$ cat src/rtl/s_machine_pkg.sv
// S-Machine shared definitions: opcodes, instruction fields, FSM states.
package s_machine_pkg;

    localparam logic [3:0] OP_LDI  = 4'h0;
    localparam logic [3:0] OP_LD   = 4'h1;
    localparam logic [3:0] OP_ADDI = 4'h2;
    localparam logic [3:0] OP_ST   = 4'h3;
    localparam logic [3:0] OP_ADD  = 4'h4;
    localparam logic [3:0] OP_SUB  = 4'h5;
    localparam logic [3:0] OP_OR   = 4'h6;
    localparam logic [3:0] OP_AND  = 4'h7;
    localparam logic [3:0] OP_XOR  = 4'h8;
    localparam logic [3:0] OP_JMP  = 4'h9;
    localparam logic [3:0] OP_JZ   = 4'hA;
    localparam logic [3:0] OP_HALT = 4'hB;

    localparam int OP_LSB = 12;
    localparam int RD_LSB = 10;
    localparam int RS_LSB = 8;

    typedef enum logic [1:0] {
        ST_FETCH,
        ST_EXEC,
        ST_MEM,
        ST_HALT
    } state_e;

    function automatic logic writes_z(input logic [3:0] op);
        return op inside {OP_LDI, OP_LD, OP_ADDI, OP_ADD, OP_SUB,
                          OP_OR, OP_AND, OP_XOR};
    endfunction

    function automatic logic writes_c(input logic [3:0] op);
        return op inside {OP_ADDI, OP_ADD, OP_SUB};
    endfunction

endpackage

$ cat src/rtl/s_machine_alu.sv
// S-Machine combinational ALU; C is carry-out for adds, borrow for SUB.
module s_machine_alu
    import s_machine_pkg::*;
#(
    parameter int DATA_W = 16
) (
    input  logic [3:0]        op_i,
    input  logic [DATA_W-1:0] a_i,
    input  logic [DATA_W-1:0] b_i,
    output logic [DATA_W-1:0] result_o,
    output logic              z_o,
    output logic              c_o
);

    logic [DATA_W:0] wide;

    always_comb begin
        wide = {1'b0, b_i};
        unique case (op_i)
            OP_ADDI, OP_ADD: wide = {1'b0, a_i} + {1'b0, b_i};
            OP_SUB:          wide = {1'b0, a_i} - {1'b0, b_i};
            OP_OR:           wide = {1'b0, a_i | b_i};
            OP_AND:          wide = {1'b0, a_i & b_i};
            OP_XOR:          wide = {1'b0, a_i ^ b_i};
            default:         wide = {1'b0, b_i};
        endcase
    end

    assign result_o = wide[DATA_W-1:0];
    assign c_o      = wide[DATA_W];
    assign z_o      = (result_o == '0);

endmodule

$ cat src/rtl/s_machine_core.sv
// S-Machine multi-cycle core: FETCH/EXEC/MEM/HALT FSM, register file,
// Z/C flags and a req/ack data-memory port.
module s_machine_core
    import s_machine_pkg::*;
#(
    parameter int DATA_W = 16,
    parameter int ADDR_W = 8,
    parameter int NREG   = 4
) (
    input  logic              clk,
    input  logic              rst_n,
    input  logic              enable,
    input  logic [15:0]       inst,
    output logic [ADDR_W-1:0] PC,
    output logic              mem_req,
    output logic              read_write_memory,
    output logic [ADDR_W-1:0] addr,
    output logic [DATA_W-1:0] data_out_memory,
    input  logic [DATA_W-1:0] data_in_memory,
    input  logic              mem_ack,
    output logic              done,
    output logic              halted
);

    localparam int RIW = (NREG > 2) ? 2 : 1;

    state_e            state_q, state_d;
    logic [ADDR_W-1:0] pc_q, pc_d, addr_q, addr_d;
    logic [15:0]       ir_q, ir_d;
    logic [DATA_W-1:0] regs_q [NREG];
    logic [DATA_W-1:0] dout_q, dout_d, ldat_q, ldat_d;
    logic              z_q, z_d, c_q, c_d;
    logic              req_q, req_d, rw_q, rw_d, ack_q, ack_d;

    logic [3:0]        op;
    logic [7:0]        imm;
    logic [RIW-1:0]    rd, rs;
    logic [ADDR_W-1:0] imm_a, pc_inc;
    logic [DATA_W-1:0] rd_val, rs_val, ld_val, alu_b, alu_res;
    logic              alu_z, alu_c, reg_we, retire;

    assign op     = ir_q[OP_LSB +: 4];
    assign imm    = ir_q[7:0];
    assign rd     = ir_q[RD_LSB +: RIW];
    assign rs     = ir_q[RS_LSB +: RIW];
    assign imm_a  = imm[ADDR_W-1:0];
    assign pc_inc = pc_q + ADDR_W'(1);
    assign rd_val = regs_q[rd];
    assign rs_val = regs_q[rs];
    // A load acked while stalled retires later from the captured word
    assign ld_val = ack_q ? ldat_q : data_in_memory;

    always_comb begin
        alu_b = rs_val;
        unique case (op)
            OP_LDI:  alu_b = DATA_W'(imm);
            OP_ADDI: alu_b = DATA_W'($signed(imm));
            OP_LD:   alu_b = ld_val;
            default: alu_b = rs_val;
        endcase
    end

    s_machine_alu #(.DATA_W(DATA_W)) u_alu (
        .op_i     (op),
        .a_i      (rd_val),
        .b_i      (alu_b),
        .result_o (alu_res),
        .z_o      (alu_z),
        .c_o      (alu_c)
    );

    always_comb begin
        state_d = state_q;
        pc_d    = pc_q;
        ir_d    = ir_q;
        addr_d  = addr_q;
        dout_d  = dout_q;
        ldat_d  = ldat_q;
        z_d     = z_q;
        c_d     = c_q;
        req_d   = req_q;
        rw_d    = rw_q;
        ack_d   = ack_q;
        reg_we  = 1'b0;
        retire  = 1'b0;
        unique case (state_q)
            ST_FETCH: begin
                if (enable) begin
                    ir_d    = inst;
                    state_d = ST_EXEC;
                end
            end
            ST_EXEC: begin
                if (enable) begin
                    unique case (1'b1)
                        (op == OP_LD) || (op == OP_ST): begin
                            req_d   = 1'b1;
                            rw_d    = (op == OP_ST);
                            addr_d  = imm_a;
                            dout_d  = (op == OP_ST) ? rd_val : '0;
                            state_d = ST_MEM;
                        end
                        op == OP_HALT: begin
                            retire  = 1'b1;
                            state_d = ST_HALT;
                        end
                        op == OP_JMP: begin
                            retire  = 1'b1;
                            pc_d    = imm_a;
                            state_d = ST_FETCH;
                        end
                        op == OP_JZ: begin
                            retire  = 1'b1;
                            pc_d    = z_q ? imm_a : pc_inc;
                            state_d = ST_FETCH;
                        end
                        default: begin
                            retire  = 1'b1;
                            reg_we  = writes_z(op);
                            if (writes_z(op)) z_d = alu_z;
                            if (writes_c(op)) c_d = alu_c;
                            pc_d    = pc_inc;
                            state_d = ST_FETCH;
                        end
                    endcase
                end
            end
            ST_MEM: begin
                if (enable && (mem_ack || ack_q)) begin
                    retire  = 1'b1;
                    if (op == OP_LD) begin
                        reg_we = 1'b1;
                        z_d    = alu_z;
                    end
                    req_d   = 1'b0;
                    rw_d    = 1'b0;
                    addr_d  = '0;
                    dout_d  = '0;
                    ack_d   = 1'b0;
                    pc_d    = pc_inc;
                    state_d = ST_FETCH;
                end else if (mem_ack) begin
                    ack_d  = 1'b1;
                    ldat_d = data_in_memory;
                end
            end
            default: ;
        endcase
    end

    always_ff @(posedge clk or negedge rst_n) begin
        if (!rst_n) begin
            state_q <= ST_FETCH;
            pc_q    <= '0;
            ir_q    <= '0;
            addr_q  <= '0;
            dout_q  <= '0;
            ldat_q  <= '0;
            z_q     <= 1'b0;
            c_q     <= 1'b0;
            req_q   <= 1'b0;
            rw_q    <= 1'b0;
            ack_q   <= 1'b0;
            for (int i = 0; i < NREG; i++) regs_q[i] <= '0;
        end else begin
            state_q <= state_d;
            pc_q    <= pc_d;
            ir_q    <= ir_d;
            addr_q  <= addr_d;
            dout_q  <= dout_d;
            ldat_q  <= ldat_d;
            z_q     <= z_d;
            c_q     <= c_d;
            req_q   <= req_d;
            rw_q    <= rw_d;
            ack_q   <= ack_d;
            if (reg_we) regs_q[rd] <= alu_res;
        end
    end

    assign PC                = pc_q;
    assign mem_req           = req_q;
    assign read_write_memory = rw_q;
    assign addr              = addr_q;
    assign data_out_memory   = dout_q;
    assign done              = retire;
    assign halted            = (state_q == ST_HALT);

endmodule

$ cat config.mk
export PLATFORM = sky130hd
export DESIGN_NAME = s_machine_core
export DESIGN_NICKNAME = d
export VERILOG_FILES = /design/src/rtl/s_machine_pkg.sv /design/src/rtl/s_machine_alu.sv /design/src/rtl/s_machine_core.sv
export SDC_FILE = /design/constraint.sdc
export NUM_CORES = 1
export LEC_CHECK = 0
export CELL_PAD_IN_SITES_DETAIL_PLACEMENT = 1
export CELL_PAD_IN_SITES_GLOBAL_PLACEMENT = 1
export CORE_UTILIZATION = 46
export CTS_BUF_LIST = sky130_fd_sc_hd__clkbuf_16
export CTS_CLUSTER_DIAMETER = 150
export DETAILED_ROUTE_END_ITERATION = 8
export GPL_ROUTABILITY_DRIVEN = 0
export PLACE_DENSITY = 0.9
export SYNTH_ARGS = -nofsm -noshare
export SYNTH_HDL_FRONTEND = slang
export SYNTH_HIERARCHICAL = 1
export SYNTH_SLANG_ARGS = --single-unit
$ cat constraint.sdc
create_clock -name clk -period 6.76 [get_ports clk]
set_clock_uncertainty 0.15 [all_clocks]
set_input_delay 1.352 -clock clk [delete_from_list [all_inputs] [get_ports clk]]
set_output_delay 1.352 -clock clk [all_outputs]
set_load 0.01 [all_outputs]
# Yosys cells after proc, flatten, opt, wreduce, memory -nomap -nowiden
# Index checks and enable logic that the tools add are counted.
[classes]
n_eq_ne = 22
n_bitwise = 6
add_sub_neg = 3
order_cmp = 3
mux = 55
n_reduce_logical = 21
[ops]
columns = ["operator", "n"]
rows = [
  ["2-to-1 mux 16 bit", 10],
  ["case mux 16 bit (5 select lines)", 1],
  ["binary-select mux 16 bit (select 2 bit)", 2],
  ["bitwise mux 64 bit", 1],
  ["2-to-1 mux 8 bit", 6],
  ["case mux 16 bit (3 select lines)", 1],
  ["demux 16 bit (select 2 bit)", 1],
  ["case mux 16 bit (2 select lines)", 1],
  ["case mux 8 bit (2 select lines)", 2],
  ["case mux 8 bit (3 select lines)", 1],
  ["2-to-1 mux 1 bit", 19],
  ["adder 16 bit", 1],
  ["bitwise AND 16 bit", 1],
  ["equality test 4 x 3 -> 1 bit (second input constant)", 4],
  ["equality test 4 bit (second input constant)", 4],
  ["logical NOT 16 bit", 1],
  ["inequality test 2 bit (second input constant)", 8],
  ["OR 16 bit", 1],
  ["subtractor 16 bit", 1],
  ["bitwise XOR 16 bit", 1],
  ["AND reduction 4 bit", 3],
  ["case mux 1 bit (2 select lines)", 5],
  ["adder 8 x 1 -> 8 bit (second input constant)", 1],
  ["equality test 4 x 2 -> 1 bit (second input constant)", 2],
  ["other kinds (22)", 32],
]
[word_totals]
wordCells = 124
ff_bits = 134
input_bits = 36

# Longest topological paths before layout
# Gate-level depths: netlist (run 1).
[logic_depth]
depth_word = 12
depth_mapped = 23
ltp_nobuf = 21

# Modules after synthesis
# Netlist (run 1), hierarchy kept.
[by_module_without_submodules]
columns = ["module", "n_inst", "area_per_inst_um2", "cells_each"]
rows = [
  ["s_machine_core", 1, 6829.0, 517],
  ["s_machine_alu", 1, 2362.3, 345],
]

# Worst setup path after synthesis (run 1)
# No wires, ideal clock.
[synth_path]
kind = "register to register"
startpoint = "register ir_q[8]"
endpoint = "register z_q"
slack_ns = 1.440
n_path_buf = 2
required_ns = 6.545
setup_time_ns = 0.065
stages_incl_launch_ff = 22
arrival_time_ns = 5.105
cell_sequence = "dfrtp_1 buf_2 buf_1 mux4_2 a22oi_1 o21ai_0 inv_1 ha_1 nand2_1 nor3_1 nor2_1 xnor2_1 ha_1 and2_1 o2111a_1 or4_1 a31o_1 a2111oi_2 and4_1 nand4bb_1 nor4_2 mux2_2"
[synth_between]
elab_chain_len = 12
word_cells_on_any_way = 18
classes_between = "2 x add/sub; 11 x mux; 4 x bitwise; 1 x reduce/logical"
[synth_lines]
columns = ["item", "line", "rtl"]
rows = [
  ["start: declaration", "s_machine_core.sv:29", "logic [15:0] ir_q, ir_d;"],
  ["start signal: assignment", "s_machine_core.sv:168", "ir_q <= ir_d;"],
  ["inverter 2 -> 3 bit (not written as such) (*)", "s_machine_core.sv:49", "assign rs_val = regs_q[rs];"],
  ["binary-select mux 16 bit (select 2 bit) (*)", "s_machine_core.sv:49", ""],
  ["2-to-1 mux 16 bit (not written as such) (*) (2 in series)", "s_machine_core.sv:49", ""],
  ["case mux 16 bit (3 select lines) (*)", "s_machine_core.sv:55", "unique case (op)"],
  ["net alu_b[0]", "s_machine_core.sv:39", "logic [DATA_W-1:0] rd_val, rs_val, ld_val, alu_b, alu_res;"],
  ["subtractor 16 bit / adder 16 bit (equally long branches)", "s_machine_alu.sv:21, s_machine_alu.sv:20", ""],
  ["case mux 16 bit (5 select lines) (*)", "s_machine_alu.sv:19", "unique case (op_i)"],
  ["net alu_res[8]", "s_machine_core.sv:39", ""],
  ["logical NOT 16 bit (*)", "s_machine_alu.sv:31", "assign z_o = (result_o == '0);"],
  ["net alu_z", "s_machine_core.sv:40", "logic alu_z, alu_c, reg_we, retire;"],
  ["2-to-1 mux 1 bit", "s_machine_core.sv:120", "if (writes_z(op)) z_d = alu_z;"],
  ["2-to-1 mux 1 bit", "s_machine_core.sv:95", "unique case (1'b1)"],
  ["2-to-1 mux 1 bit", "s_machine_core.sv:94", "if (enable) begin"],
  ["case mux 1 bit (2 select lines) (*)", "s_machine_core.sv:86", "unique case (state_q)"],
  ["end signal: assignment", "s_machine_core.sv:172", "z_q <= z_d;"],
  ["end: declaration", "s_machine_core.sv:32", "logic z_q, z_d, c_q, c_d;"],
]
# Mark *: on every way through the listed nets, which the timed path passes. The rest lies on a longest branch. The select of a mux whose other input is x is not followed.
# A chain may end at the register's enable or synchronous reset.

# Worst setup path in the final report (run 1)
# Same ends and word-level chain as after synthesis.

==> flow_summary.yaml, run 1 <==
global_routing:
  grt_max_degree: 94
  grt-ovfl-total: 0
  grt_pass1_wl_um: 50600
  antenna_found_initial: 0
  grt_pass1_vias: 8536
  grtUsageTotal: 0.336
place:
  io_buffers: 71
  dpl.hpwl_um: 21300
  dpl_worst_slack_ps: 564
synthesis:
  avgSynthCellArea_sq_um: 10.7
  syn_inst: 854
  yosys_warnings: 6
  syn_area_sq_um: 9150
  synth_nets: 945
sta:
  drv_slew: 0
  grt_setup_unrepaired: "no"
  final_hold_viol_count: 0
  fmaxAchievable_mhz: 164
  setup_tns_ps: 0
  final-setup-viol-count: 0
  relSlewSlack: 0.134
  min_period_ps: 6080
  setup_ws_ps: 676
  fin_crit_sh: 0.900
  worst_slew_pin_slew_ps: 1290
route:
  drc: 0
  met3WireLength_um: 2110
  wl_um: 32400
  wl_met1_um: 12500
  via_per_inst: 6.61
  avgRoutedWirePerCell_um: 27.3
  drt_iter0_drc: 751
  wl_met2_um: 16000
  dr.pass1.iters: 7
  via_count: 7841
  top_layer: "met4"
  final_antenna_net_count: 0
clock_tree:
  ctsRootBufferMaster: "clkbuf_16"
  clk_latency_ps: 450
  htreeDepth: 4
  postCtsSetupRepairBufs: 0
  cts_resized: 0
  cts_buffer_depth: 2
  clock-sinks: 134
  clkTransAtPathRegs_ps: 60
  cts_tree: "yes"
  cts_buffers: 17
  cts_hold_buf: 0
die:
  ios: 72
  start_util: 0.470
  die_area_sq_um: 20500
  die_h_um: 143
  die_w_um: 143
  core_sq_um: 19500
  std_cell_rows: 51
critical_path:
  end_kind: "flip-flop"
  worstPathArrival_ps: 6310
  required_ps: 6990
  worst-path-max-fanout: 11
  path_class: "reg -> reg"
  critPathLaunch: "ir_q[8]"
  regToRegStartpoint: "ir_q[8]"
  worst_setup_path_start_kind: "flip-flop"
worst_hold_path:
  hold_path.class: "reg -> reg"
  min-delay-start: "read_write_memory"
job:
  max-cap-violations: 0
final_layout:
  area_delta_synth_final_pct: 16.6
  final_cell_mix: "dfrtp_1 (133), mux2_2 (96), clkdlybuf4s50_1 (70)"
  layout_commonest_cell: "dfrtp_1"
  num_antenna_cells: 0
  utilization: 0.548
  drive_gt1_frac: 0.226
  nets: 999
  fill_cells: 2065
status:
  outcome: "complete, no violations"
==> metrics by stage <==
step                cell area [sq um]  hold slack, ps  std cells
floorplan                        9150             324        854
global placement                10100             311       1154
detailed placement              10100             316       1154
CTS                             10700             330       1186
global route                    10700             372       1186
finish                          10700             325       1186
==> routing by layer <==
metal,GRT usage,up-vias
met1,0.402,4005
met5,0,-
met4,0.190,0
met3,0.0661,145
met2,0.565,394
li1,-,3297
==> flip-flops by register name (all words and copies together) (netlist names) <==
signal,flops
ack_q,1
data_out_memory,16
ir_q,16
regs_q,64
read_write_memory,1
z_q,1
mem_req,1
PC,8
ldat_q,16
state_q,2
addr,8
==> cell type report <==
type	instances	area [sq um]	area share
flip-flops and latches	134	3350	0.315
multi-input cells	622	5370	0.503
clock buffers	17	425	0.0399
inverters	42	158	0.0148
clock inverters	15	165	0.0155
well taps	265	332	0.0311
repair buffers	91	862	0.0808
==> worst paths after layout <==
path / end / slack (ps) / cells after the start
max: z_q / 680 / 18
min: read_write_memory / 320 / 1
max reg2reg: z_q / 680 / 18
min reg2reg: read_write_memory / 320 / 1
max in group asynchronous: ir_q[12] / 4440 / 2
min in group asynchronous: addr[2] / 860 / 1
==> critical path, cell delays in order (launching register included) <==
cell,delay (ps)
dfrtp_1,960
mux4_2,630
a22oi_1,220
o21ai_0,260
nor2_1,290
nand4_1,230
nor2_1,270
a21oi_1,120
xnor2_1,150
ha_1,400
and2_1,220
o2111a_1,190
or4_1,480
a31o_1,300
a2111oi_2,340
and4_1,250
nand4bb_1,120
nor4_2,240
mux2_2,200
Power of run 1 is not shown: default switching activity piles up to over one toggle a cycle in this logic, so the estimate is an artifact.
==> run 2, diff against run 1 <==
--- a/constraint.sdc
+++ b/constraint.sdc
@@ -4,2 +4,2 @@
 set_output_delay 1.352 -clock clk [all_outputs]
-set_load 0.01 [all_outputs]
+set_load 0.02 [all_outputs]
==> results of run 2 <==
No change in the layout: final DEF, timing and power equal those of run 1.
Power of run 2 is left out for the same reason.
==> run 3, diff against run 2 <==
Settings changed: CORE_UTILIZATION 46 to 43, PLACE_DENSITY 0.9 to 0.89.
Clock period 6.76 ns to 5.1 ns, I/O delays scaled along.
==> run 3 against run 2 <==
The flow now finishes with violations (negative setup slack). Core utilization grew 1.1 points. Clock-buffer cell count is the same. Final cell count increased by 6.5%. Flip-flop and latch count unchanged. Critical endpoint unchanged. Largest cell class unchanged.
==> flow_summary.yaml, run 3 (synthesized netlist as in run 1, its figures left out) <==
route:
  final_antenna_net_count: 0
  drc: 0
  drt_iter0_drc: 861
  dr.pass1.iters: 6
  avgRoutedWirePerCell_um: 31.2
  wl_um: 39400
  via_count: 8810
  via_per_inst: 6.98
sta:
  drv_slew: 0
  setup_ws_ps: -184
  fmaxAchievable_mhz: 189
  grt_setup_unrepaired: "yes"
  worst_slew_pin_slew_ps: 1410
  final_hold_viol_count: 0
  final-setup-viol-count: 21
  fin_crit_sh: 1.04
  relSlewSlack: 0.0523
  min_period_ps: 5280
global_routing:
  grt_pass1_wl_um: 55300
  grt_pass1_vias: 9415
  antenna_found_initial: 0
  grt_max_degree: 56
  grtUsageTotal: 0.341
  grt-ovfl-total: 0
place:
  dpl_worst_slack_ps: -495
  io_buffers: 71
  dpl.hpwl_um: 22900
clock_tree:
  clkTransAtPathRegs_ps: 70
  clock-sinks: 134
  cts_hold_buf: 0
  clk_latency_ps: 440
  cts_tree: "yes"
  cts_buffer_depth: 2
  ctsRootBufferMaster: "clkbuf_16"
  cts_buffers: 17
  htreeDepth: 4
critical_path:
  worst-path-max-fanout: 5
  worst_setup_path_start_kind: "primary input"
  path_class: "in -> reg"
  worstPathArrival_ps: 5450
  required_ps: 5270
  end_kind: "flip-flop"
final_layout:
  regMostFlops: "regs_q"
  layout_commonest_cell: "dfrtp_1"
  area_delta_synth_final_pct: 25.5
  num_antenna_cells: 0
  final_cell_mix: "dfrtp_1 (132), mux2_2 (94), buf_4 (91)"
  nets: 1072
  drive_gt1_frac: 0.317
  largest_reg_flops: 64
  utilization: 0.559
job:
  max-cap-violations: 0
status:
  violations: "negative setup slack"
  outcome: "finished with violations"
die:
  die_w_um: 148
  die_h_um: 148
  ios: 72
  core_sq_um: 20600
  std_cell_rows: 52
  start_util: 0.445
  die_area_sq_um: 21900
worst_hold_path:
  hold_path.class: "reg -> reg"
[run 3: final timing paths]
path / from / endpoint / slack (ps) / depth (start not counted)
max in group asynchronous: rst_n / ir_q[8] / 3390 / 2
worst min-delay path: addr[4] / addr[4] / 350 / 2
min in group asynchronous: rst_n / PC[4] / 400 / 1
worst max register to register: ir_q[15] / z_q / -110 / 21
worst max-delay path: data_in_memory[3] / z_q / -180 / 22
worst min register to register: addr[4] / addr[4] / 350 / 2
[run 3: repair_timing]
action / in CTS / in global routing
resized for setup: 12 / 42
setup endpoints to repair: 25 / 22
setup buffers: 4 / 11
pin swaps: 3 / 24
[run 3: worst max-delay path: stages]
cell	delay [ps]
clkdlybuf4s50_1	420
mux2_4	290
a22oi_2	230
o21ai_2	140
nor2_2	180
nand4_1	220
nor2_2	200
buf_4	150
and2_2	190
a21oi_1	110
xnor2_1	270
ha_2	380
nand3_1	170
a21oi_1	80
nor2_1	180
buf_4	150
nand4_1	120
mux2_2	320
and4_1	200
nand4bb_1	120
nor4_2	50
mux2_4	260
[run 3: area by class of cell]
cell class	instances	area (sq um)
Fill cell	2189	9080
Multi-Input combinational cell	622	5520
Sequential cell	134	3360
Timing Repair Buffer	164	1430
Clock buffer	17	425
Tap cell	270	338
Clock inverter	14	256
Inverter	42	158
[run 3: per-layer routing]
layer  wire length [um]  track usage  vias to the layer above
met3               3670       0.0753                      296
li1                   -            -                     3428
met2              19100        0.576                      726
met5                  0            0                        -
met4               3100        0.241                        0
met1              13600        0.382                     4360
[run 3: through the flow]
| stage | std cells | hold WS (ps) | TNS, ps | cell area [sq um] |
|---|---|---|---|---|
| 2_1_floorplan | 854 | 324 | 0 | 9150 |
| 3_3_place_gp | 1217 | 310 | -1280 | 10500 |
| 3_5_place_dp | 1217 | 324 | -6980 | 10500 |
| 4_1_cts | 1252 | 356 | 0 | 11200 |
| 5_1_grt | 1263 | 365 | -2500 | 11500 |
| 6_report | 1263 | 347 | -1370 | 11500 |
Power of run 3 is left out for the same reason.
